$ cat config.mk
export PLATFORM = sky130hd
export DESIGN_NAME = decode_stage
export DESIGN_NICKNAME = d
export VERILOG_FILES = /design/src/rtl/decode_pkg.sv /design/src/rtl/decode_stage_classifier.sv /design/src/rtl/decode_stage.sv
export SDC_FILE = /design/constraint.sdc
export NUM_CORES = 1
export LEC_CHECK = 0
export CORE_MARGIN = 4
export CORE_UTILIZATION = 30
export CTS_BUF_LIST = sky130_fd_sc_hd__clkbuf_2
export CTS_CLUSTER_DIAMETER = 150
export DETAILED_ROUTE_END_ITERATION = 16
export PLACE_DENSITY = 0.47
export SLEW_MARGIN = 20
export SYNTH_ARGS = -nofsm -noshare
export SYNTH_HDL_FRONTEND = slang
export SYNTH_SLANG_ARGS = --single-unit
export TNS_END_PERCENT = 30
$ cat constraint.sdc
create_clock -name clk -period 2.6 [get_ports clk]
set_input_delay 0.39 -clock clk [delete_from_list [all_inputs] [get_ports clk]]
set_output_delay 0.39 -clock clk [all_outputs]
set_load 0.01 [all_outputs]
$ cat src/rtl/decode_pkg.sv
// Shared decode constants: opcode/funct/rs encodings, class indices and ExcCodes
// for the P7 decode stage.
package decode_pkg;

    localparam logic [5:0] OP_SPECIAL = 6'b000000;
    localparam logic [5:0] OP_J       = 6'b000010;
    localparam logic [5:0] OP_JAL     = 6'b000011;
    localparam logic [5:0] OP_BEQ     = 6'b000100;
    localparam logic [5:0] OP_BNE     = 6'b000101;
    localparam logic [5:0] OP_ADDI    = 6'b001000;
    localparam logic [5:0] OP_ANDI    = 6'b001100;
    localparam logic [5:0] OP_ORI     = 6'b001101;
    localparam logic [5:0] OP_LUI     = 6'b001111;
    localparam logic [5:0] OP_COP0    = 6'b010000;
    localparam logic [5:0] OP_LB      = 6'b100000;
    localparam logic [5:0] OP_LH      = 6'b100001;
    localparam logic [5:0] OP_LW      = 6'b100011;
    localparam logic [5:0] OP_SB      = 6'b101000;
    localparam logic [5:0] OP_SH      = 6'b101001;
    localparam logic [5:0] OP_SW      = 6'b101011;

    localparam logic [5:0] FN_JR      = 6'b001000;
    localparam logic [5:0] FN_SYSCALL = 6'b001100;
    localparam logic [5:0] FN_MFHI    = 6'b010000;
    localparam logic [5:0] FN_MTHI    = 6'b010001;
    localparam logic [5:0] FN_MFLO    = 6'b010010;
    localparam logic [5:0] FN_MTLO    = 6'b010011;
    localparam logic [5:0] FN_MULT    = 6'b011000;
    localparam logic [5:0] FN_MULTU   = 6'b011001;
    localparam logic [5:0] FN_DIV     = 6'b011010;
    localparam logic [5:0] FN_DIVU    = 6'b011011;
    localparam logic [5:0] FN_ADD     = 6'b100000;
    localparam logic [5:0] FN_SUB     = 6'b100010;
    localparam logic [5:0] FN_AND     = 6'b100100;
    localparam logic [5:0] FN_OR      = 6'b100101;
    localparam logic [5:0] FN_SLT     = 6'b101010;
    localparam logic [5:0] FN_SLTU    = 6'b101011;
    localparam logic [5:0] FN_ERET    = 6'b011000;

    localparam logic [4:0] RS_MFC0    = 5'b00000;
    localparam logic [4:0] RS_MTC0    = 5'b00100;

    localparam int NUM_CLS = 15;
    localparam logic [3:0] CLS_ALU_R   = 4'd0;
    localparam logic [3:0] CLS_ALU_I   = 4'd1;
    localparam logic [3:0] CLS_LOAD    = 4'd2;
    localparam logic [3:0] CLS_STORE   = 4'd3;
    localparam logic [3:0] CLS_BRANCH  = 4'd4;
    localparam logic [3:0] CLS_JUMP    = 4'd5;
    localparam logic [3:0] CLS_JR      = 4'd6;
    localparam logic [3:0] CLS_MULDIV  = 4'd7;
    localparam logic [3:0] CLS_HILO    = 4'd8;
    localparam logic [3:0] CLS_MFC0    = 4'd9;
    localparam logic [3:0] CLS_MTC0    = 4'd10;
    localparam logic [3:0] CLS_ERET    = 4'd11;
    localparam logic [3:0] CLS_SYSCALL = 4'd12;
    localparam logic [3:0] CLS_NOP     = 4'd13;
    localparam logic [3:0] CLS_RSVD    = 4'd14;

    localparam logic [4:0] EXC_NONE = 5'd0;
    localparam logic [4:0] EXC_ADEL = 5'd4;
    localparam logic [4:0] EXC_SYS  = 5'd8;
    localparam logic [4:0] EXC_RI   = 5'd10;

endpackage

$ cat src/rtl/decode_stage_classifier.sv
// Combinational instruction classifier: one-hot class, final ExcCode and
// control-transfer flag for a single instruction word.
module instr_classifier
    import decode_pkg::*;
#(
    parameter bit ENABLE_MULDIV = 1'b1,
    parameter bit ENABLE_CP0    = 1'b1
) (
    input  logic [31:0]        instr_i,
    input  logic [4:0]         exc_i,
    output logic [NUM_CLS-1:0] cls_o,
    output logic [4:0]         exc_o,
    output logic               is_cti_o
);

    logic [5:0] op;
    logic [5:0] funct;
    logic [4:0] rs;
    logic [3:0] idx;

    assign op    = instr_i[31:26];
    assign rs    = instr_i[25:21];
    assign funct = instr_i[5:0];

    always_comb begin
        idx = CLS_RSVD;
        if (instr_i == 32'd0) begin
            idx = CLS_NOP;
        end else begin
            unique case (op)
                OP_SPECIAL: begin
                    unique case (funct)
                        FN_ADD, FN_SUB, FN_AND, FN_OR, FN_SLT, FN_SLTU: idx = CLS_ALU_R;
                        FN_JR:      idx = CLS_JR;
                        FN_SYSCALL: idx = CLS_SYSCALL;
                        FN_MULT, FN_MULTU, FN_DIV, FN_DIVU: begin
                            if (ENABLE_MULDIV) idx = CLS_MULDIV;
                        end
                        FN_MFHI, FN_MTHI, FN_MFLO, FN_MTLO: begin
                            if (ENABLE_MULDIV) idx = CLS_HILO;
                        end
                        default: idx = CLS_RSVD;
                    endcase
                end
                OP_ADDI, OP_ANDI, OP_ORI, OP_LUI: idx = CLS_ALU_I;
                OP_LW, OP_LH, OP_LB:              idx = CLS_LOAD;
                OP_SW, OP_SH, OP_SB:              idx = CLS_STORE;
                OP_BEQ, OP_BNE:                   idx = CLS_BRANCH;
                OP_J, OP_JAL:                     idx = CLS_JUMP;
                OP_COP0: begin
                    // rs selects mfc0/mtc0 before the eret funct is considered
                    if (ENABLE_CP0) begin
                        if (rs == RS_MFC0)        idx = CLS_MFC0;
                        else if (rs == RS_MTC0)   idx = CLS_MTC0;
                        else if (funct == FN_ERET) idx = CLS_ERET;
                    end
                end
                default: idx = CLS_RSVD;
            endcase
        end
    end

    always_comb begin
        cls_o = {{(NUM_CLS-1){1'b0}}, 1'b1} << idx;
        if (exc_i != EXC_NONE)      exc_o = exc_i;
        else if (idx == CLS_RSVD)   exc_o = EXC_RI;
        else if (idx == CLS_SYSCALL) exc_o = EXC_SYS;
        else                        exc_o = EXC_NONE;
        is_cti_o = (idx == CLS_BRANCH) || (idx == CLS_JUMP) || (idx == CLS_JR);
    end

endmodule

$ cat src/rtl/decode_stage.sv
// Registered decode stage: classifies incoming instructions and buffers up to two
// decoded entries with valid/ready handshaking and a synchronous flush.
module decode_stage
    import decode_pkg::*;
#(
    parameter int PC_W          = 32,
    parameter bit ENABLE_MULDIV = 1'b1,
    parameter bit ENABLE_CP0    = 1'b1
) (
    input  logic               clk,
    input  logic               reset_n,
    input  logic               flush,
    input  logic               in_valid,
    output logic               in_ready,
    input  logic [31:0]        in_instr,
    input  logic [PC_W-1:0]    in_pc,
    input  logic [4:0]         in_exc,
    output logic               out_valid,
    input  logic               out_ready,
    output logic [31:0]        out_instr,
    output logic [PC_W-1:0]    out_pc,
    output logic [NUM_CLS-1:0] out_cls,
    output logic [4:0]         out_exc,
    output logic               out_bd
);

    logic [31:0]        instr_q [2];
    logic [PC_W-1:0]    pc_q    [2];
    logic [NUM_CLS-1:0] cls_q   [2];
    logic [4:0]         exc_q   [2];
    logic               bd_q    [2];

    logic [1:0] count_q, count_d;
    logic       head_q, head_d;
    logic       tail_q, tail_d;
    logic       prev_cti_q, prev_cti_d;

    logic [NUM_CLS-1:0] dec_cls;
    logic [4:0]         dec_exc;
    logic               dec_cti;
    logic               push, pop;

    instr_classifier #(
        .ENABLE_MULDIV (ENABLE_MULDIV),
        .ENABLE_CP0    (ENABLE_CP0)
    ) u_classifier (
        .instr_i  (in_instr),
        .exc_i    (in_exc),
        .cls_o    (dec_cls),
        .exc_o    (dec_exc),
        .is_cti_o (dec_cti)
    );

    assign in_ready  = (count_q != 2'd2) & ~flush;
    assign out_valid = (count_q != 2'd0);
    assign push      = in_valid & in_ready;
    assign pop       = out_valid & out_ready;

    always_comb begin
        count_d    = count_q;
        head_d     = head_q;
        tail_d     = tail_q;
        prev_cti_d = prev_cti_q;
        if (flush) begin
            // head stays put so the stale head fields remain visible but invalid
            count_d    = 2'd0;
            tail_d     = head_q;
            prev_cti_d = 1'b0;
        end else begin
            if (pop)  head_d = ~head_q;
            if (push) begin
                tail_d     = ~tail_q;
                prev_cti_d = dec_cti;
            end
            count_d = count_q + {1'b0, push} - {1'b0, pop};
        end
    end

    always_ff @(posedge clk or negedge reset_n) begin
        if (!reset_n) begin
            count_q    <= 2'd0;
            head_q     <= 1'b0;
            tail_q     <= 1'b0;
            prev_cti_q <= 1'b0;
            for (int i = 0; i < 2; i++) begin
                instr_q[i] <= '0;
                pc_q[i]    <= '0;
                cls_q[i]   <= '0;
                exc_q[i]   <= '0;
                bd_q[i]    <= 1'b0;
            end
        end else begin
            count_q    <= count_d;
            head_q     <= head_d;
            tail_q     <= tail_d;
            prev_cti_q <= prev_cti_d;
            if (push) begin
                instr_q[tail_q] <= in_instr;
                pc_q[tail_q]    <= in_pc;
                cls_q[tail_q]   <= dec_cls;
                exc_q[tail_q]   <= dec_exc;
                bd_q[tail_q]    <= prev_cti_q;
            end
        end
    end

    assign out_instr = instr_q[head_q];
    assign out_pc    = pc_q[head_q];
    assign out_cls   = cls_q[head_q];
    assign out_exc   = exc_q[head_q];
    assign out_bd    = bd_q[head_q];

endmodule

; After elaboration in Yosys (flattened, before gate mapping)
; Cells that the tools add are included.
[classes]
addsub = 2
multipliers = 0
div = 0
order_cmp = 3
eq_ne = 38
shift = 1
n_mux = 42
n_bitwise = 8
n_reduce_logical = 18
[ops]
columns = operator, count
row1 = two-way mux 32 bit, 7
row2 = bitwise mux 64 bit, 2
row3 = "equality test 6 bit, second input constant", 12
row4 = two-way mux 15 bit, 4
row5 = "equality test 6 x 5 -> 1 bit, second input constant", 9
row6 = "equality test 6 x 4 -> 1 bit, second input constant", 6
row7 = demux 32 bit (select 1 bit), 1
row8 = zero test 32 bit, 1
row9 = bitwise mux 30 bit, 1
row10 = two-way mux 5 bit, 6
row11 = case mux 4 bit (7 select lines), 1
row12 = case mux 4 bit (5 select lines), 1
row13 = two-way mux 4 bit, 4
row14 = demux 15 bit (select 1 bit), 1
row15 = "left shift 1 x 4 -> 15 bit, first input constant", 1
row16 = "equality test 4 x 3 -> 1 bit, second input constant", 3
row17 = "equality test 6 x 2 -> 1 bit, second input constant", 2
row18 = "equality test 6 x 3 -> 1 bit, second input constant", 2
row19 = OR reduction 4 bit, 3
row20 = bitwise mux 10 bit, 1
row21 = "equality test 4 bit, second input constant", 2
row22 = two-way mux 1 bit, 8
row23 = zero test 6 bit, 1
row24 = OR reduction 3 bit, 2
row25 = other kinds (22), 31
[word_totals]
ff_bits = 175
latch_bits = 0
ramBits = 0
rom_bits = 0
input_bits = 74
out_inout_bits = 87
n_memories = 0

; Depth between registers and ports, before layout
[logic_depth]
depth_word = 11
ltp_mapped = 10
depth_no_buf = 8

; Modules after synthesis
; A second synthesis with hierarchy kept.
[unflattened]
hier_cells = 586
area_unflattened_um2 = 8321.7
[by_module_without_submodules]
columns = mod, instances, cells_each, area_each_um2, seq_area_each_um2
row1 = decode_stage, 1, 485, 7646.1, 4379.2
row2 = instr_classifier, 1, 101, 675.6, 0.0

; Worst setup path after synthesis
; No wires, ideal clock.
[synth_timing]
path_kind = input-to-reg
start = input in_instr[1]
end = register exc_q[6] (netlist bit)
setup_ps = 92
t_arrival_ps = 2395
required_time_ps = 2508
path_slack_ps = 114
cell_stages = 9
path_buffers = 2
cell_sequence = buf_2 or4_1 nor4_2 and4_4 o21bai_2 a21oi_1 or4_1 buf_2 o31ai_2
[synth_via]
elab_chain_len = 10
elab_cells_between_ends = 30
cone_classes = eq/ne (17) / mux (9) / reduce/logical (4)
[synth_lines]
columns = element, line_no
row1 = start: declaration, decode_stage.sv:15  ; input logic [31:0] in_instr,
row2 = "parallel branches: the longest is 5 deep, another holds case mux 4 bit (7 select lines)", --
row3 = two-way mux 4 bit *, decode_stage_classifier.sv:27  ; if (instr_i == 32'd0) begin
row4 = equality test 4 bit *, decode_stage_classifier.sv:66  ; else if (idx == CLS_RSVD) exc_o = EXC_RI;
row5 = two-way mux 5 bit *, decode_stage_classifier.sv:66
row6 = two-way mux 5 bit *, decode_stage_classifier.sv:65  ; if (exc_i != EXC_NONE) exc_o = exc_i;
row7 = bitwise mux 10 bit *, decode_stage.sv:101  ; exc_q[tail_q] <= dec_exc;
row8 = end signal: indexed assignment, decode_stage.sv:89  ; exc_q[i] <= '0;
row9 = end signal: indexed assignment, decode_stage.sv:101
row10 = end: declaration, decode_stage.sv:30  ; logic [4:0] exc_q [2];
; Mark *: on every way between the ends.
; A chain may end at the register's enable or synchronous reset.

; Final worst setup path
[layout_timing]
start = register head_q
end = output out_cls[9]
[layout_via]
elab_chain_len = 4
[layout_lines]
columns = element, line_no
row1 = start: declaration, decode_stage.sv:34  ; logic head_q, head_d;
row2 = start signal: assignment, decode_stage.sv:82  ; head_q <= 1'b0;
row3 = start signal: assignment, decode_stage.sv:94  ; head_q <= head_d;
row4 = NOT 1 -> 2 bit (implied by the code), decode_stage.sv:109  ; assign out_cls = cls_q[head_q];
row5 = two-way mux 15 bit (implied by the code) (3 in series), decode_stage.sv:109
row6 = end: declaration, decode_stage.sv:22  ; output logic [NUM_CLS-1:0] out_cls,
; No other way between the ends. The select of a mux whose other input is x is not followed.

==> results.txt <==
The mean post-synth cell area is 10.74 µm². By instance count, the cell type seen most on the critical path is sky130_fd_sc_hd__buf_6. The synthesized netlist occupies a cell area of 8205 µm². For this run, the number of Yosys warnings is 0. The total placed cells including tap cells is 1296. The cell area power density came out at 1061 nW/µm².

For this run, the post-layout net count is 1064. The worst setup margin is 0.06550 ns. The initial cell density of the core came out at 0.3045. The maximum vdd ir drop is 0.0004192 V. The share of synthesized area occupied by flip-flops and latches is 0.5337. The worst setup slack before clock tree synthesis is -0.4834 ns.

The worst-case clock skew is 0.03893 ns. sky130_fd_sc_hd__dfrtp_1 takes more of the synthesized area than any other cell. The count of H-tree levels built during CTS came out at 4. The number of buffer cells added on primary ports is 160.

After the flow finishes, the layout carries non-filler instances totaling 1343. The portion of synthesized cell area occupied by the leading cell type is 0.5337. The final cycle utilization of the critical path is 0.9748. The longest individual stage delay on the worst path came out at 0.58 ns. The hold violation count in the final report is 0. The wire length after detailed routing came out at 22990 µm.

The first detailed-routing pass ran for 4 iterations. At the end of routability-driven placement, the weighted congestion stood at 0.7377. The slowest cell on the critical path is sky130_fd_sc_hd__dfrtp_4. The startpoint-to-endpoint class of the critical path is reg2out. Setup repair after global routing could not meet its margin everywhere. The fraction of final layout cells sized beyond drive strength 1 is 0.3836.

The cell depth of the worst hold path is 3. The maximum net fanout on the critical path is 4. Yosys mapped a number of flops with a built-in enable equal to 0. The placement-stage cell area came out at 10810 µm². The number of routed nets with antenna violations is 0. The later-pin clock latency in the skew report came out at 0.74 ns.

Measured along the x axis, the die boundary spans 173.4 µm. STA classifies the critical path startpoint as a register. Entering global routing, the biggest net connects 66 pins.

When the netlist entered floorplanning its net count stood at 840. The floorplan row count came out at 60. The required time at the worst-slack endpoint came out at 2.21 ns. The leakage power figure is 5.325 nW.

In this run, distinct cell masters in the synthesized netlist total 56. The slew of the pin with the lowest slew margin is 0.6610 ns. The run finished with clean final reports. The count of final setup violators came out at 0. The first global-routing pass estimated 36710 µm of wire.

The peak clock frequency supported by timing came out at 394.6 MHz. The worst max-slew margin expressed relative to the limit is 0.5593. The initial antenna violation count came to 1.

The clock tree from TritonCTS is yes. The finished cells cover 11190 µm². The dominant register cell in the synthesized netlist is sky130_fd_sc_hd__dfrtp_1. The remaining global-route overflow is 0.

The detail-routed via count per cell came out at 4.581. The number of CTS-inserted buffers came out at 17. Counting flops with an async set or reset pin after synthesis yields a share of 1.000. The floorplan core area is 26950 µm².

The DRC violation count after routing is 0. The clock passes through at most 2 buffers. Sorting the synthesized cells by area gives the leading types as sky130_fd_sc_hd__dfrtp_1, sky130_fd_sc_hd__mux2_2, sky130_fd_sc_hd__nand2_1. The worst path needs 2.534 ns of the cycle, external delays included. The overall die area came out at 30060 µm². The CTS clock-pin slew for the worst setup and hold paths is 0.29 ns. The end-of-flow core utilization came out at 0.4153. The number of pins with negative max-slew slack in the final report is 0. For the worst setup path, the data arrival time is 2.14 ns.

Dividing the detail-routed wire length by the instance count gives 17.12 µm. The die height came out at 173.4 µm. The depth of the worst register-to-register path is 6.

The clock root buffer is sky130_fd_sc_hd__clkbuf_2. The number of clock sinks seen by CTS is 175. The signal on the critical path passes through buf_6 > buf_12 > clkbuf_16 > mux2_2 > buf_6.

The detailed router placed 6152 vias in this run. After technology mapping, the gate count stands at 764. The number of max-cap violations is 0.

The number of design-rule violations left by the first detailed-router iteration came out at 271. For this run, the total global-route usage over all layers was measured as 0.1533. The HPWL after detailed placement is 15180 µm. The area added between synthesis and finish came out at 36.40%. Synthesis inferred 175 register bits. The number of global-route vias before repair came out at 6378. In this run the worst hold path is classified as in2reg. 161 I/O pins were placed. For the final routed database, the setup TNS stands at 0 ns. The endpoint class of the critical path is a primary output.
## layout make-up
cell class / instances / area [µm²]
multi-input combinational: 533 / 3646
clock buffer: 18 / 90.09
clock inverter: 14 / 156.4
inverter: 5 / 18.77
timing repair buffer: 256 / 2469
fill: 2696 / 15760
tap: 341 / 426.7
antenna: 1 / 2.502
sequential: 175 / 4383
## cells in the final DEF (no fill, tap or decap), drive strengths merged, types with 6 or more instances in the layout
master	netlist	routed
nor4	7	7
nand2	235	235
nand2b	8	8
a21oi	8	8
clkbuf	40	20
nor2	14	14
clkdlybuf4s50	0	73
dfrtp	175	175
o21ai	29	29
mux2	160	160
inv	5	10
nand3b	6	6
buf	11	179
## worst max-delay path: cells and delay by family, from the launching register on
family / cells / cell delay, ns
flops: 1 / 0.58
buf+inv: 4 / 0.55
mux: 1 / 0.29
## layer usage
metal | track usage | up-vias | share of wire
li1 | - | 3051 | -
met1 | 0.2160 | 2997 | 0.49
met2 | 0.2420 | 94 | 0.46
met3 | 0.03490 | 10 | 0.040
met4 | 0.03492 | 0 | 0.0087
met5 | 0 | - | 0
## cell families (layout without fill, tap and decap cells)
family          count (synthesis)  count (layout)  share of synthesized area
buf+inv                        56             293                    0.02699
flops                         175             175                     0.5337
mux                           163             163                     0.2232
compound gates                 64              64                    0.05093
fa+ha+maj                       2               2                   0.003049
simple gates                  301             301                     0.1589
other cells                     0               1                          0
xor+xnor                        3               3                   0.003203
## registers in the layout (all words and copies together), names as in the netlist
register / flops
bd_q: 2
exc_q: 10
head_q: 1
count_q: 2
pc_q: 64
prev_cti_q: 1
cls_q: 30
instr_q: 64
tail_q: 1
## path summary, 6_finish.rpt
kind,from,to,slack (ns)
max reg2reg,count_q[1]$_DFF_PN0_,cls_q[16]$_DFFE_PN0P_,0.77
max,head_q$_DFFE_PN0P_,out_cls[9],0.07
min reg2reg,instr_q[32]$_DFFE_PN0P_,instr_q[32]$_DFFE_PN0P_,0.51
max in group asynchronous,reset_n,cls_q[1]$_DFFE_PN0P_,1.66
min in group asynchronous,reset_n,instr_q[9]$_DFFE_PN0P_,0.18
min,in_pc[16],pc_q[48]$_DFFE_PN0P_,0.16
## power by group
group          switching, mW  internal, mW  total, mW
clock                   1.03         0.463       1.49
sequential             0.574          3.87       4.44
combinational           2.60          3.34       5.94
total                   4.21          7.67       11.9
## cells in the mapped netlist (all sizes together), types with 2 or more instances
library cell  number
and2               2
nor3               5
mux2i              3
nand3b             6
nand3              4
dfrtp            175
nor4               7
nor2              14
a2bb2oi            2
nand2            235
nand2b             8
and3               2
o31ai              5
or4                4
xnor2              2
o21ai             29
o22a               2
nor2b              4
a31oi              4
ha                 2
clkbuf            40
or2                3
mux2             160
nor3b              2
buf               11
a21oi              8
inv                5
## repair_timing
action,4_1_cts,5_1_grt
setup buffers,5,0
setup endpoints to repair,86,49
hold buffers,1,0
hold endpoints to repair,77,0
resized for setup,379,18
cloned,6,2
## stage by stage
stage	hold WS, ns	power, mW
final	0.1572	11.88
after global routing	0.03382	12.77
after CTS	0.04689	11.91
after detailed placement	0.4386	10.32
after global placement	0.4309	10.30
after floorplan	0.09441	7.449
Power figures use the tool's default switching activity.
